==> src/rtl/fpdiv_ctrl.sv <==
// Goldschmidt divider sequencer: walks the datapath through the initial
// approximation, ITERATIONS N/D refinement pairs and the remainder step,
// then holds result_valid until the consumer acknowledges.
//
// state  | meaning
// -------+-----------------------------------------------------------
// IDLE   | waiting for start; only state that accepts a command
// INIT_D | regC = d*ia, regA = ~(d*ia)
// INIT_X | regB = x*ia
// MUL_N  | regB = regA*regB (numerator update)
// MUL_D  | regC = regA*regC, regA = ~regC (denominator update)
// REM    | regR = d*Q
// DONE   | result held, waiting for out_ack
module fpdiv_ctrl #(
   parameter int ITERATIONS = 3,
   parameter int CNT_W      = 4
) (
   input  logic             clock,
   input  logic             reset,
   input  logic             start,
   input  logic             special,
   input  logic             abort,
   input  logic             out_ack,
   output logic             start_ready,
   output logic             busy,
   output logic [1:0]       sel_muxa,
   output logic [1:0]       sel_muxb,
   output logic             enA,
   output logic             enB,
   output logic             enC,
   output logic             enR,
   output logic             result_valid,
   output logic             special_flag,
   output logic [CNT_W-1:0] iter_cnt
);

   typedef enum logic [2:0] {
      IDLE   = 3'd0,
      INIT_D = 3'd1,
      INIT_X = 3'd2,
      MUL_N  = 3'd3,
      MUL_D  = 3'd4,
      REM    = 3'd5,
      DONE   = 3'd6
   } state_t;

   state_t state, state_nx;

   logic       busy_s;
   logic       last_pair;
   logic       en_ac_raw, en_b_raw, en_r_raw;

   // Extra bit keeps the compare exact even when iter_cnt is at its maximum.
   assign last_pair = (({1'b0, iter_cnt} + {{CNT_W{1'b0}}, 1'b1})
                       == (CNT_W+1)'(ITERATIONS));

   // State register plus the per-operation iteration count and special flag.
   always_ff @(posedge clock or negedge reset) begin
      if (!reset) begin
         state        <= IDLE;
         iter_cnt     <= '0;
         special_flag <= 1'b0;
      end else begin
         state <= state_nx;
         if (state == IDLE && start) begin
            iter_cnt     <= '0;
            special_flag <= special;
         end else if (busy_s && abort) begin
            iter_cnt     <= '0;
            special_flag <= 1'b0;
         end else if (state == MUL_D && iter_cnt != CNT_W'(ITERATIONS)) begin
            iter_cnt <= iter_cnt + 1'b1;
         end
      end
   end

   // Next-state decode and Moore outputs; abort gates the enables in-cycle.
   always_comb begin
      state_nx     = state;
      busy_s       = 1'b0;
      start_ready  = 1'b0;
      result_valid = 1'b0;
      sel_muxa     = 2'b00;
      sel_muxb     = 2'b00;
      en_ac_raw    = 1'b0;
      en_b_raw     = 1'b0;
      en_r_raw     = 1'b0;
      case (state)
         IDLE: begin
            start_ready = 1'b1;
            if (start) state_nx = special ? DONE : INIT_D;
         end
         INIT_D: begin
            busy_s    = 1'b1;
            sel_muxa  = 2'b10;
            sel_muxb  = 2'b00;
            en_ac_raw = 1'b1;
            state_nx  = INIT_X;
         end
         INIT_X: begin
            busy_s   = 1'b1;
            sel_muxa = 2'b10;
            sel_muxb = 2'b01;
            en_b_raw = 1'b1;
            state_nx = MUL_N;
         end
         MUL_N: begin
            busy_s   = 1'b1;
            sel_muxa = 2'b00;
            sel_muxb = 2'b10;
            en_b_raw = 1'b1;
            state_nx = MUL_D;
         end
         MUL_D: begin
            busy_s    = 1'b1;
            sel_muxa  = 2'b00;
            sel_muxb  = 2'b11;
            en_ac_raw = 1'b1;
            state_nx  = last_pair ? REM : MUL_N;
         end
         REM: begin
            busy_s   = 1'b1;
            sel_muxa = 2'b01;
            sel_muxb = 2'b10;
            en_r_raw = 1'b1;
            state_nx = DONE;
         end
         DONE: begin
            result_valid = 1'b1;
            if (out_ack) state_nx = IDLE;
         end
         default: state_nx = IDLE;
      endcase
      if (busy_s && abort) state_nx = IDLE;
      busy = busy_s;
      enA  = en_ac_raw & ~abort;
      enC  = en_ac_raw & ~abort;
      enB  = en_b_raw  & ~abort;
      enR  = en_r_raw  & ~abort;
   end

endmodule

==> config.mk <==
export PLATFORM = sky130hd
export DESIGN_NAME = fpdiv_ctrl
export DESIGN_NICKNAME = d
export VERILOG_FILES = /design/src/rtl/fpdiv_ctrl.sv
export SDC_FILE = /design/constraint.sdc
export NUM_CORES = 1
export LEC_CHECK = 0
export CORE_MARGIN = 2
export CORE_UTILIZATION = 43
export CTS_CLUSTER_DIAMETER = 120
export DETAILED_ROUTE_END_ITERATION = 6
export PLACE_DENSITY_LB_ADDON = 0.3
export SLEW_MARGIN = 20
export SYNTH_ARGS = -nofsm -noshare
export SYNTH_HDL_FRONTEND = slang
export SYNTH_SLANG_ARGS = --single-unit
==> constraint.sdc <==
create_clock -name clock -period 1.85 [get_ports clock]
set_input_delay 0.185 -clock clock [delete_from_list [all_inputs] [get_ports clock]]
set_output_delay 0.185 -clock clock [all_outputs]
set_load 0.1 [all_outputs]
### After elaboration in Yosys (flattened, before gate mapping)

Cells that the tools add are included.

* add/sub/neg operators: 2
* eq/ne operators: 10
* multiplexer cells: 19
* bitwise gates (word level): 4
* reductions and logical operators: 12

Operator list (number)
* one-hot mux 3 bit (7 select lines): 1
* two-way mux 3 bit: 5
* two-way mux 4 bit: 3
* equality test 3 bit, second input constant: 3
* two-way mux 1 bit: 8
* OR reduction 2 bit: 4
* equality test 3 x 2 -> 1 bit, second input constant: 2
* one-hot mux 2 bit (3 select lines): 1
* adder 4 x 1 -> 5 bit, second input constant: 1
* equality test 5 x 2 -> 1 bit, second input constant: 1
* OR reduction 5 bit: 1
* adder 4 x 1 -> 4 bit, second input constant: 1
* inequality test 4 x 2 -> 1 bit, second input constant: 1
* one-hot mux 2 bit (2 select lines): 1
* bitwise AND 1 bit: 3
* equality test 3 x 1 -> 1 bit, second input constant: 1
* logical AND 1 bit: 3
* logical NOT 3 bit: 1
* inequality test 3 x 2 -> 1 bit, second input constant: 1
* inequality test 3 bit, second input constant: 1
* nonzero test 3 bit: 1
* AND reduction 2 bit: 1
* nonzero test 2 bit: 1
* inverter 1 bit: 1

* bits in registers: 8

### Depth between registers and ports, before layout

Gate-level depths: netlist of the first run.

* word-level depth: 6
* mapped depth: 6

### Worst setup path before layout of the first run

Ideal clock, no wire load.

* path type: flip-flop to output port
* start: register state[0]
* end: output enC
* arrival time: 3.598 ns
* data required time: 1.665 ns
* slack: -1.933 ns
* stages on the path, launching flop included: 5
* path buffers: 2
* cell sequence: dfrtp_1 > buf_2 > nand2b_1 > a211oi_1 > buf_4

* longest elaborated chain between the ends: 4
* elaborated cells between the ends (all ways): 5

Ends and longest elaborated chain
* from (decl): RTL line 47 `state_t state, state_nx;`
* from (signal assigned): RTL line 64 `state <= state_nx;`
* equality test 3 bit / equality test 3 x 1 -> 1 bit (equally long branches): RTL line 88 `case (state)`
* OR reduction 2 bit (no source line) *
* two-way mux 1 bit *: RTL line 88
* bitwise AND 1 bit *
* to (decl): RTL line 30 `output logic enC,`

Every way passes the cells marked *; elsewhere a longest branch is shown, timed or not.

### Worst setup path after layout of the first run

* start: register state[0]
* end: output enC

* longest elaborated chain between the ends: 4
* elaborated cells between the ends (all ways): 5

Ends and longest elaborated chain
* equality test 3 bit / equality test 3 x 1 -> 1 bit (equally long branches): RTL line 88
* OR reduction 2 bit (no source line) *
* two-way mux 1 bit *: RTL line 88
* bitwise AND 1 bit *: RTL line 137 `enC = en_ac_raw & ~abort;`

Marks and branches as above.

==> flow_metrics.tcl, run 1 <==
set metrics [dict create \
    status "finished clean" \
    endpoint_kind "primary output" \
    cts_buffer_depth 2 \
    wl_per_cell_um 16.1 \
    dieHeight_um 42.6 \
    drtAntennaViolNets 0 \
    ios 22 \
    worst-setup-path-type "reg2out" \
    cp_slowest_cell "dfrtp_2" \
    worst_slack_ns 0.0681 \
    dr.pass1.iters 4 \
    grt.overflow.total 0 \
    relSlewSlack_pct 75.4 \
    viasPerCell 5.78 \
    clk_pin_slew_ns 0.06 \
    cp_top_family "flip-flops" \
    hold_viol_final 0 \
    drv_slew 0 \
    cp_cell_sequence "or2b_1 > a211oi_4 > buf_12" \
    yosys_most_used_dff "dfrtp_1" \
    multi_input_area_um2 435 \
    root_buffer "clkbuf_4" \
    h-tree-depth 1 \
    dieArea_um2 1810 \
    grt.total_usage_pct 22.6 \
    fin_area_um2 1030 \
    crit-reg2reg-launch "state[0]" \
    worstPathArrival_ns 1.60 \
    coreArea_um2 1350 \
    rrSetupSlack_ns 0.23 \
    vias 682 \
    postSynthAreaPerCell_um2 8.01 \
    ff_latch_area_um2 206 \
    grt_max_degree 13 \
    synthDistinctLibCells 35 \
    syn_area_um2 641 \
    crit_buf_inv 1 \
    synth_area_leaders "dfrtp_1 (31%), nor2_1 (5.9%), a21oi_1 (5.5%)" \
    cts_tree "built" \
    finalSetupViolCount 0 \
    final_nets 112 \
    yosys.area.top_type_share_pct 31.3 \
    ff2ff_path_depth 5 \
    die_w_um 42.6 \
    grt_pass1_vias 685 \
    rsz0062_at_grt "no" \
    grt_pass1_wl_um 3060 \
    cpPeakStageDelay_ns 0.46 \
    skew_ns 0.00377 \
    start_util_pct 47.5 \
    cp.required_ns 1.66 \
    area_growth_pct 61.1 \
    layout-drive-gt1-share_pct 35.0 \
    yosysTopAreaCell "dfrtp_1" \
    fmax_mhz 561 \
    fillerInstances 102 \
    numCtsBuffers 3 \
    maxCapViolCount 0 \
    ys_seq_area_share_pct 31.3 \
    synth_seq_cells 8 \
    cts_sinks 8 \
    yosys-top-cells-count "nor2_1 (10), dfrtp_1 (8), a21oi_1 (7), nand2_1 (5)" \
    crit_cells 3 \
    drt-initial-drc-count 12 \
    clk_latency_ns 0.25 \
    netlist_instances 80 \
    synth_fp_nets 88 \
    n_antenna_cell 0 \
    hp-class "in2async" \
    drc_errors 0 \
    synth_edf_count 0 \
    yosysMostFrequentCell "nor2_1" \
    gp_congestion 0.887 \
    antenna_found_initial 0 \
    rows 13 \
    layout_min_cycle_time_ns 1.78 \
    startpoint_type "flip-flop" \
    placed_cell_area_um2 1000 \
    r2r_end "iter_cnt[0]" \
    yosysWarnings 0 \
    hpwl_um 1370 \
    postCtsSetupBuffers 0 \
    fin_crit_sh_pct 96.3 \
    dp_slack_ns 0.262 \
    wl_um 1900 \
    async_reset_ff_share_pct 100 \
    crit_fanout 7 \
    portBuffers 21 \
    worst_pin_slew_ns 0.368 \
]
==> through the flow <==
step                TNS (ns)  utilization (%)  instances  hold slack [ns]
finish                     0             76.5        118            0.207
global route               0             76.5        118            0.221
CTS                        0             76.3        118            0.203
detailed placement         0             74.2        114            0.487
global placement           0             74.2        114            0.479
floorplan             -0.396                -         80           -0.111
==> cell usage in the layout (no fill, tap or decap), types with 2 or more instances in the layout <==
cell type and n:
buf_12 11, nor2_1 8, buf_4 8, a21oi_1 6, nand2_1 5, clkdlybuf4s50_1 5
dfrtp_2 5, inv_1 4, o21ai_0 4, nor2b_1 3, a21o_1 3, clkbuf_4 3
dfrtp_1 3, xnor2_1 2, and3_1 2, nand2b_1 2, ha_1 2
==> how the worst max path moves through the flow <==
stage | start | end | slack (ns)
6_report | state[0] | enC | 0.07
5_1_grt | state[0] | enA | 0.03
4_1_cts | state[0] | enC | 0.03
3_5_place_dp | state[2] | enC | 0.26
3_3_place_gp | state[2] | enC | 0.31
2_1_floorplan | state[0] | enC | -0.32
==> sequential cells by signal, summed over array words and instances (netlist names) <==
| signal | count |
|---|---|
| state | 3 |
| special_flag | 1 |
| iter_cnt | 4 |
==> routing by layer <==
metal / track usage, % / share of wire, % / wire length [µm]
met1: 26.4 / 41 / 776
met2: 39.1 / 52 / 984
met3: 2.16 / 4.9 / 94
met4: 13.8 / 2.3 / 43
met5: 0 / 0 / 0
==> timing repair <==
item,4_1_cts,5_1_grt
cloned,0,0
resized for setup,1,2
hold buffers,0,0
pin swaps,0,1
endpoints found under the hold margin,0,0
endpoints found under the setup margin,2,3
==> cell type report <==
class | instances | area share, %
Clock buffer | 4 | 2.55
Multi-Input combinational cell | 63 | 42.2
Inverter | 4 | 1.45
Sequential cell | 8 | 20.0
Tap cell | 15 | 1.82
Timing Repair Buffer | 24 | 32.0
==> cells by family (layout without fill, tap and decap cells) <==
group,after synthesis,after routing,share of synthesized area [%]
XOR/XNOR,3,3,4.10
flip-flops,8,8,31.2
buffers and inverters,9,32,6.44
AO/OA/AOI/OAI,25,25,25.6
AND/OR/NAND/NOR,33,33,28.7
adder cells (fa/ha/maj),2,2,3.91
Power of run 1 is left out: the tool's default activity adds up to more than one toggle a clock period on the data nets, which glitch-free logic cannot reach.
==> run 2: changes to the inputs <==
--- a/config.mk
+++ b/config.mk
@@ -7,7 +7,7 @@
 export LEC_CHECK = 0
 export CORE_MARGIN = 2
 export CORE_UTILIZATION = 43
-export CTS_CLUSTER_DIAMETER = 120
+export CTS_CLUSTER_DIAMETER = 30
 export DETAILED_ROUTE_END_ITERATION = 6
 export PLACE_DENSITY_LB_ADDON = 0.3
 export SLEW_MARGIN = 20
==> results of run 2 <==
Final layout, timing and power as in run 1 (identical DEF).
Power of run 2 is left out for the same reason.
==> variant: new RTL, config.mk and constraints of run 2 <==
Change the parameter `CNT_W` from 4 to 5.
--- a/src/rtl/fpdiv_ctrl.sv
+++ b/src/rtl/fpdiv_ctrl.sv
@@ -13,7 +13,7 @@
 // DONE   | result held, waiting for out_ack
 module fpdiv_ctrl #(
    parameter int ITERATIONS = 3,
-   parameter int CNT_W      = 4
+   parameter int CNT_W      = 5
 ) (
    input  logic             clock,
    input  logic             reset,
Ports: changed (resized iter_cnt); port bits go from 22 to 23. The function was not compared with the original's and may differ.
==> variant against run 2 <==
Core utilization is 1.5 points lower. Worst setup slack improved by 35 ps. Cell area grew 6.8%. Sequential cell count is 1 higher. Largest cell class unchanged. Synthesized area grew 3.3%. Routed wire length fell by 20%. Die area grew 3.0%.
Power is not shown: default switching activity piles up to over one toggle a cycle in this logic, so the estimate is an artifact.
==> variant: results (changes against run 2) <==
Drt
  • Vias/cell: 5.30 (was 5.78)
  • Initial drt markers: 13 (was 12)
  • Total Wirelength: 1.52 mm (was 1.90 mm)
  • Vias: 678 (was 682)

Critical path
  • Max FO, Critical Path: 14 (was 7)
  • Critical path's top delay family: simple AND/OR/NAND/NOR gates (was flip-flops)
  • WP data arrival: 1560 ps (was 1600 ps)
  • Crit Reg-Reg Endpoint: state[2] (was iter_cnt[0])
  • RR Startpoint: iter_cnt[0] (was state[0])
  • Worst path max stage delay: 370 ps (was 460 ps)
  • Slowest CP cell: dfrtp_1 (was dfrtp_2)

Synthesis
  • Mux cell area share after synthesis: 1.51% (was 0%)
  • Commonest cells in the netlist: 15 x nor2_1, 9 x a21oi_1, 9 x dfrtp_1, 7 x inv_1, 6 x o21ai_0 (was 10 x nor2_1, 8 x dfrtp_1, 7 x a21oi_1, 5 x nand2_1)
  • Main area contributors after synthesis: dfrtp_1 34%, nor2_1 8.5%, a21oi_1 6.8% (was dfrtp_1 31%, nor2_1 5.9%, a21oi_1 5.5%)
  • Adder-Cell Fraction of Synth Area: 3.78% (was 3.91%)
  • Syn nets: 94 (was 88)
  • XOR/XNOR Fraction of Synth Area: 5.29% (was 4.10%)
  • Mean Syn Cell Area: 7.70 µm² (was 8.01 µm²)
  • Synth Area in Compound Gates: 19.1% (was 25.6%)
  • Yosys Warn Count: 0 (unchanged)
  • Seq/Total Area, Yosys: 34.0% (was 31.3%)
  • Distinct cell type count after synthesis: 29 (was 35)

Status
  • Outcome: finished clean (unchanged)

Global route
  • M3 GR Usage: 1.28% (was 2.16%)
  • M1 GR Usage: 26.0% (was 26.4%)
  • Number of global-route vias before repair: 554 (was 685)
  • Largest net degree at the start of global routing: 15 (was 13)
  • All-layer global routing usage: 17.7% (was 22.6%)
  • Global Route met2 Usage: 25.7% (was 39.1%)
  • First-pass GRT wire length: 2.49 mm (was 3.06 mm)

Clock network
  • Clock H-tree levels: 1 (unchanged)
  • Worst-Skew Late Latency: 260 ps
  • Clock buffer count from CTS: 3 (unchanged)
  • Post-cts resize count: 0 (was 1)
  • Clock transition at path regs: 60 ps (about the same)

Timing
  • Slew of the pin with the lowest slew margin: 459 ps (was 368 ps)
  • Clock Skew: 1.30 ps (was 3.77 ps)

Finish
  • Regs by FF count: iter_cnt (5), state (3), special_flag (1) (was iter_cnt (4), state (3), special_flag (1))
  • Layout cell share with drive strength beyond 1: 37.5% (was 35.0%)
  • Fillers: 117 (was 102)

Place
  • DP Cell Count: 124 (was 114)
  • IO buf count: 22 (was 21)
  • GP Congestion: 0.772 (was 0.887)
  • DPL Wire Length: 1.18 mm (was 1.37 mm)
## variant: metrics by stage
step                      setup WS, ps  hold slack (ps)  instance area (µm²)
final                              104              220                 1100
after global routing              35.2              250                 1100
after CTS                          103              227                 1100
after detailed placement          95.0              506                 1080
after global placement             178              505                 1080
after floorplan                   -455             -111                  754
## variant: final cells by class
cell class	instances	area, µm²	share of cell area [%]
Tap cell	16	20.0	1.82
Multi-Input combinational cell	65	442	40.1
Clock buffer	4	26.3	2.38
Sequential cell	9	235	21.3
Timing Repair Buffer	27	353	32.0
Inverter	7	26.3	2.38
## variant: metal layers
metal,vias to the layer above,wire length (µm)
li1,349,-
met1,309,758
met2,18,689
met3,2,56
met4,0,19
met5,-,0
## variant: worst max-delay path by stage
stage                   from            to  slack (ps)  cells after the start
CTS                 state[1]          busy         100                      5
detailed placement     abort  special_flag         100                      4
floorplan           state[0]          busy        -450                      3
global placement       abort  special_flag         180                      4
finish              state[1]          busy         100                      5
global route        state[1]          busy          40                      5
